## src/rtl/game_round_ctrl.sv

```systemverilog
// Game-round sequencer for the VGA game page.
// Debounces the five push-keys and runs the IDLE / COUNTDOWN / PLAY / RESULT
// round machine. It produces the BCD display word, a hit pulse and the game tick.
module game_round_ctrl #(
  parameter int TICK_DIV     = 25_000_000,
  parameter int DEBOUNCE_CYC = 250_000,
  parameter int PLAY_SEC     = 9,
  parameter int RESULT_SEC   = 2
) (
  input  logic        vga_clk,
  input  logic        vga_rst,
  input  logic [4:0]  keys,
  output logic [15:0] disp_num,
  output logic [1:0]  game_state,
  output logic        hit,
  output logic        tick
);

  localparam int TW = (TICK_DIV > 1) ? $clog2(TICK_DIV) : 1;
  localparam int DW = (DEBOUNCE_CYC > 1) ? $clog2(DEBOUNCE_CYC + 1) : 1;
  localparam int RW = (RESULT_SEC > 1) ? $clog2(RESULT_SEC) : 1;

  typedef enum logic [1:0] {
    S_IDLE   = 2'd0,
    S_CD     = 2'd1,
    S_PLAY   = 2'd2,
    S_RESULT = 2'd3
  } state_t;

  // ---------------- key path ----------------
  logic [4:0] sync1_reg, sync2_reg;
  logic [4:0] press;

  // Two-flop synchroniser for the raw keys
  always_ff @(posedge vga_clk) begin
    if (vga_rst) begin
      sync1_reg <= '0;
      sync2_reg <= '0;
    end else begin
      sync1_reg <= keys;
      sync2_reg <= sync1_reg;
    end
  end

  genvar gi;
  generate
    for (gi = 0; gi < 5; gi++) begin : g_db
      logic [DW-1:0] cnt_reg;
      logic          level_reg;
      logic          press_reg;

      // Accept a new level after DEBOUNCE_CYC consecutive differing samples; pulse on accepted rise
      always_ff @(posedge vga_clk) begin
        if (vga_rst) begin
          cnt_reg   <= '0;
          level_reg <= 1'b0;
          press_reg <= 1'b0;
        end else begin
          press_reg <= 1'b0;
          if (sync2_reg[gi] == level_reg) begin
            cnt_reg <= '0;
          end else if (cnt_reg == DW'(DEBOUNCE_CYC - 1)) begin
            cnt_reg   <= '0;
            level_reg <= sync2_reg[gi];
            press_reg <= sync2_reg[gi];
          end else begin
            cnt_reg <= cnt_reg + DW'(1);
          end
        end
      end

      assign press[gi] = press_reg;
    end
  endgenerate

  logic confirm, up, down, abort;
  logic unused_press;
  assign confirm      = press[0];
  assign up           = press[1];
  assign down         = press[2];
  assign abort        = press[4];
  assign unused_press = press[3];

  // ---------------- LFSR ----------------
  logic [4:0] lfsr_reg;
  logic [3:0] lfsr_target;

  // Free-running x^5+x^3+1 sequence used to pick the target digit
  always_ff @(posedge vga_clk) begin
    if (vga_rst) lfsr_reg <= 5'h1F;
    else         lfsr_reg <= {lfsr_reg[3:0], lfsr_reg[4] ^ lfsr_reg[2]};
  end

  assign lfsr_target = (lfsr_reg[3:0] < 4'd10) ? lfsr_reg[3:0] : (lfsr_reg[3:0] - 4'd6);

  // ---------------- round machine ----------------
  state_t         state_reg, state_next;
  logic [1:0]     cd_reg, cd_next;
  logic [3:0]     digit_reg, digit_next;
  logic [3:0]     time_reg, time_next;
  logic [3:0]     target_reg, target_next;
  logic [7:0]     score_reg, score_next;
  logic [RW-1:0]  res_cnt_reg, res_cnt_next;
  logic [TW-1:0]  tick_cnt_reg, tick_cnt_next;
  logic           hit_reg, hit_next;
  logic           tick_reg;
  logic [15:0]    disp_reg, disp_next;
  logic           tick_wrap;
  logic [7:0]     score_inc;

  assign tick_wrap = (state_reg != S_IDLE) && (tick_cnt_reg == TW'(TICK_DIV - 1));

  // BCD increment that saturates at 99
  assign score_inc = (score_reg == 8'h99)     ? score_reg :
                     (score_reg[3:0] == 4'd9) ? {score_reg[7:4] + 4'd1, 4'd0} :
                                                {score_reg[7:4], score_reg[3:0] + 4'd1};

  // State register and all round datapath registers
  always_ff @(posedge vga_clk) begin
    if (vga_rst) begin
      state_reg    <= S_IDLE;
      cd_reg       <= 2'd0;
      digit_reg    <= 4'd0;
      time_reg     <= 4'd0;
      target_reg   <= 4'd0;
      score_reg    <= 8'h00;
      res_cnt_reg  <= '0;
      tick_cnt_reg <= '0;
      hit_reg      <= 1'b0;
      tick_reg     <= 1'b0;
      disp_reg     <= 16'h0000;
    end else begin
      state_reg    <= state_next;
      cd_reg       <= cd_next;
      digit_reg    <= digit_next;
      time_reg     <= time_next;
      target_reg   <= target_next;
      score_reg    <= score_next;
      res_cnt_reg  <= res_cnt_next;
      tick_cnt_reg <= tick_cnt_next;
      hit_reg      <= hit_next;
      tick_reg     <= tick_wrap;
      disp_reg     <= disp_next;
    end
  end

  // Next-state and datapath update; priority abort > confirm > expiry > up/down
  always_comb begin
    state_next   = state_reg;
    cd_next      = cd_reg;
    digit_next   = digit_reg;
    time_next    = time_reg;
    target_next  = target_reg;
    score_next   = score_reg;
    res_cnt_next = res_cnt_reg;
    hit_next     = 1'b0;
    case (state_reg)
      S_IDLE: begin
        if (confirm) begin
          state_next = S_CD;
          score_next = 8'h00;
          cd_next    = 2'd3;
        end
      end
      S_CD: begin
        if (abort) begin
          state_next = S_IDLE;
        end else if (tick_wrap) begin
          if (cd_reg == 2'd1) begin
            state_next  = S_PLAY;
            target_next = lfsr_target;
            digit_next  = 4'd0;
            time_next   = 4'(PLAY_SEC);
          end else begin
            cd_next = cd_reg - 2'd1;
          end
        end
      end
      S_PLAY: begin
        if (abort) begin
          state_next = S_IDLE;
        end else if (confirm) begin
          state_next   = S_RESULT;
          res_cnt_next = '0;
          if (digit_reg == target_reg) begin
            score_next = score_inc;
            hit_next   = 1'b1;
          end
        end else if (tick_wrap && time_reg == 4'd1) begin
          state_next   = S_RESULT;
          res_cnt_next = '0;
          time_next    = 4'd0;
        end else begin
          if (tick_wrap) time_next = time_reg - 4'd1;
          if (up && !down)      digit_next = (digit_reg == 4'd9) ? 4'd0 : digit_reg + 4'd1;
          else if (down && !up) digit_next = (digit_reg == 4'd0) ? 4'd9 : digit_reg - 4'd1;
        end
      end
      S_RESULT: begin
        if (abort) begin
          state_next = S_IDLE;
        end else if (tick_wrap) begin
          if (res_cnt_reg == RW'(RESULT_SEC - 1)) begin
            state_next = S_CD;
            cd_next    = 2'd3;
          end else begin
            res_cnt_next = res_cnt_reg + RW'(1);
          end
        end
      end
      default: state_next = S_IDLE;
    endcase

    if (state_next != state_reg || state_reg == S_IDLE) tick_cnt_next = '0;
    else if (tick_wrap)                                   tick_cnt_next = '0;
    else                                                  tick_cnt_next = tick_cnt_reg + TW'(1);
  end

  // Display word for the state being entered, registered alongside the state
  always_comb begin
    disp_next = {score_next, 8'h00};
    case (state_next)
      S_CD:     disp_next[7:0] = {6'd0, cd_next};
      S_PLAY:   disp_next[7:0] = {time_next, digit_next};
      S_RESULT: disp_next[7:0] = {4'h0, target_next};
      default:  disp_next[7:0] = 8'h00;
    endcase
  end

  assign disp_num   = disp_reg;
  assign game_state = state_reg;
  assign hit        = hit_reg;
  assign tick       = tick_reg;

endmodule

```

## config.mk

```make
export PLATFORM = sky130hd
export DESIGN_NAME = game_round_ctrl
export DESIGN_NICKNAME = d
export VERILOG_FILES = /design/src/rtl/game_round_ctrl.sv
export SDC_FILE = /design/constraint.sdc
export NUM_CORES = 1
export LEC_CHECK = 0
export CAP_MARGIN = 0
export CORE_ASPECT_RATIO = 0.6
export CORE_MARGIN = 4
export CORE_UTILIZATION = 55
export DETAILED_ROUTE_END_ITERATION = 7
export HOLD_SLACK_MARGIN = 0.15
export PLACE_DENSITY_LB_ADDON = 0.25
export SETUP_SLACK_MARGIN = 0.5
export SLEW_MARGIN = 10
export SYNTH_ARGS = -nofsm -noshare
export SYNTH_HDL_FRONTEND = slang
export SYNTH_SLANG_ARGS = --single-unit
```

## constraint.sdc

```tcl
create_clock -name vga_clk -period 2.6 [get_ports vga_clk]
set_clock_uncertainty 0.15 [all_clocks]
set_input_delay 0.78 -clock vga_clk [delete_from_list [all_inputs] [get_ports vga_clk]]
set_output_delay 0.78 -clock vga_clk [all_outputs]
set_load 0.005 [all_outputs]
```

==> flow_summary.yaml <==
power_and_ir_drop:
  power_per_cell_area_nw_per_um2: 578
  power.leakage_nw: 3.23
  power_w: 0.00527
  ir_worst_vdd_v: 0.000416
worst_setup_path:
  cp.arrival_ns: 2.66
  crit_type: "register to register"
  cpMostUsedCell: "o21ai_1"
  cp_max_fo: 4
  crit_path_end_kind: "register"
  critPathLaunchType: "register"
  crit_slowest_cell: "or4_1"
  crit_path_cell_trace: "inv_4, ha_4, nor3b_4, nand4_4, buf_4, or4_1, a31oi_1, o21ai_1, o21ai_1, o32ai_1"
  required_ns: 2.75
  crit_path_max_incr_delay_ns: 0.53
finish:
  largest_reg_flops: 72
  antenna_cells: 0
  syn2layout_area_growth_pct: 26.7
  drive_gt1_frac: 0.210
  stdcell_count: 1098
  nets: 943
  final_common_cell: "nor2_1"
  layout_common_cells: "nor2_1, dfxtp_1, nand2_1, xnor2_1, nand3_1"
  final_cell_area_sq_um: 9130
  final_core_util: 0.712
placed_design:
  portBuffers: 25
  place_congestion: 0.886
  dp_cells: 1031
  postPlaceCellArea_sq_um: 7850
  dp_hpwl_mm: 11.4
routing:
  wire_per_inst_um: 15.9
  drt-initial-drc-count: 567
  drc: 0
  avgViaCountPerCell: 5.71
  antenna_left: 0
  vias: 6270
  drt_wl_total_mm: 17.4
  first_pass_iters: 6
sta:
  max-slew-margin-rel: 0.646
  fin_crit_sh: 0.968
  setup_violations: 0
  worst_slew_pin_slew_ns: 0.516
  slew_violations: 0
  rsz0062_at_grt: "true"
  max_clock_freq_ghz: 0.397
  setup_tns_ns: 0
  hold_violations: 0
  fin_crit_ns: 2.52
yosys:
  ys_warn_count: 0
  seq_area_frac_synth: 0.425
  synth_seq_cells: 153
  syn_nets: 865
  synthCells: 837
  async_reset_ff_frac: 0
  synth_edf_count: 0
  synthFlopType: "dfxtp_1"
  synth.cell_area_sq_um: 7200
  avgSynthCellArea_sq_um: 8.61
  ys_types: 63
global_routing:
  overflow: 0
  grt_start_max_net_pins: 32
  grt_use_total: 0.225
  grt_pass1_wl_mm: 28.1
  grt_pass1_vias: 5885
  grt_antenna_before_repair: 0
clock_tree:
  cts_buffers: 17
  hold_buffers: 0
  clock_path_buffers: 2
  cts-htree-levels: 4
  cts_tree: "done"
  cts_num_sinks: 153
  clk_pin_slew_ns: 0.06
  clk_latency_ns: 0.42
  cts_root_buffer: "clkbuf_16"
floorplan:
  core_area_sq_um: 12800
  num_rows: 32
  start_util: 0.562
  die_h_um: 96.6
  ioPinCount: 27
  die_area_sq_um: 15100
  die_x_um: 156
outcome:
  status: "completed"
hold_path:
  hold_class: "register to register"
job:
  maxCapViolCount: 0
metal layers:
layer / up-vias / share of wire / track usage
met5: - / 0 / 0
met3: 37 / 0.063 / 0.0536
met2: 189 / 0.46 / 0.341
met4: 0 / 0.019 / 0.0740
li1: 3033 / - / -
met1: 3011 / 0.46 / 0.318
stage by stage:
stage | setup WS (ns) | hold WS (ns)
6_report | 0.0836 | 0.288
5_1_grt | -0.0106 | 0.318
4_1_cts | 0.198 | 0.292
3_5_place_dp | 0.0640 | 0.277
3_3_place_gp | 0.113 | 0.271
2_1_floorplan | 0.222 | 0.263
report_power, final:
part / switching (W) / internal [W] / leakage (nW)
Clock: 0.000961 / 0.00177 / 0.314
Combinational: 0.000109 / 0.0000811 / 1.66
Sequential: 0.0000113 / 0.00235 / 1.25
Total: 0.00108 / 0.00419 / 3.23
worst max-delay path, delay by kind of cell (launching register included):
kind	cells	cell delay, ns
AOI/OAI and AO/OA	4	0.52
and+or+nand+nor	3	0.95
buffers and inverters	2	0.24
DFF	1	0.37
adders and majority gates	1	0.16
cell families after synthesis:
| logic type | Yosys count | synth area share |
|---|---|---|
| adder cells (fa/ha/maj) | 21 | 0.0365 |
| buffers and inverters | 52 | 0.0294 |
| multiplexers | 14 | 0.0201 |
| AND/OR/NAND/NOR | 408 | 0.286 |
| XOR/XNOR | 94 | 0.114 |
| AO/OA/AOI/OAI | 95 | 0.0881 |
| flip-flops | 153 | 0.425 |
cells in the mapped netlist (2+ instances only):
cell type  count  share of area
a21o_1         3         0.0031
buf_1          3         0.0016
or2_2         10         0.0087
nand2_1       60          0.031
nor4_2         2         0.0035
nand3b_1       5         0.0052
or4_1          4         0.0042
mux2i_1       10          0.014
a21oi_1       33          0.023
dfxtp_1      153           0.43
a211oi_1       5         0.0052
nor4b_1        7         0.0085
nor4_4         2         0.0059
and3_1        18          0.016
nor4_1         7         0.0061
or3_1          9         0.0078
a31oi_1        6         0.0052
nand2b_1       5         0.0043
and4_1         5         0.0061
nand3_1       48          0.033
clkbuf_1      18         0.0094
xnor2_1       51          0.062
inv_1         28          0.015
mux2_2         4         0.0063
nor2b_1       16          0.014
o21ai_0       20          0.014
o32ai_1        2         0.0024
buf_6          2         0.0031
a311oi_1       2         0.0024
nor2_1       162          0.084
nand4_1       12          0.010
nor3_1        19          0.013
ha_1          21          0.036
and2_1         6         0.0052
a22oi_1        5         0.0052
o21a_1         3         0.0031
o211ai_1       2         0.0021
nand3_2        2         0.0028
xor2_1        43          0.052
final cells by class:
type	instances	area [sq um]
repair buffers	82	737
inverters	28	110
multi-input cells	633	4290
clock buffers	22	465
flip-flops and latches	153	3120
clock inverters	10	189
well taps	170	213
fillers	908	3690
timing repair:
item | in CTS | in global routing
buffers inserted | 23 | 9
pin swaps | 26 | 20
endpoints found under the setup margin | 126 | 74
gates cloned | 2 | 1
resized for setup | 83 | 40
worst paths after layout:
kind | slack [ns] | endpoint | cells past startpoint | start
setup reg to reg | 0.08 | disp_num[0] | 10 | game_state[1]
hold reg to reg | 0.29 | sync2_reg[2] | 1 | sync1_reg[2]
hold / removal | 0.29 | sync2_reg[2] | 1 | sync1_reg[2]
setup / recovery | 0.08 | disp_num[0] | 10 | game_state[1]
No activity file was read; power rests on OpenSTA's default activity.
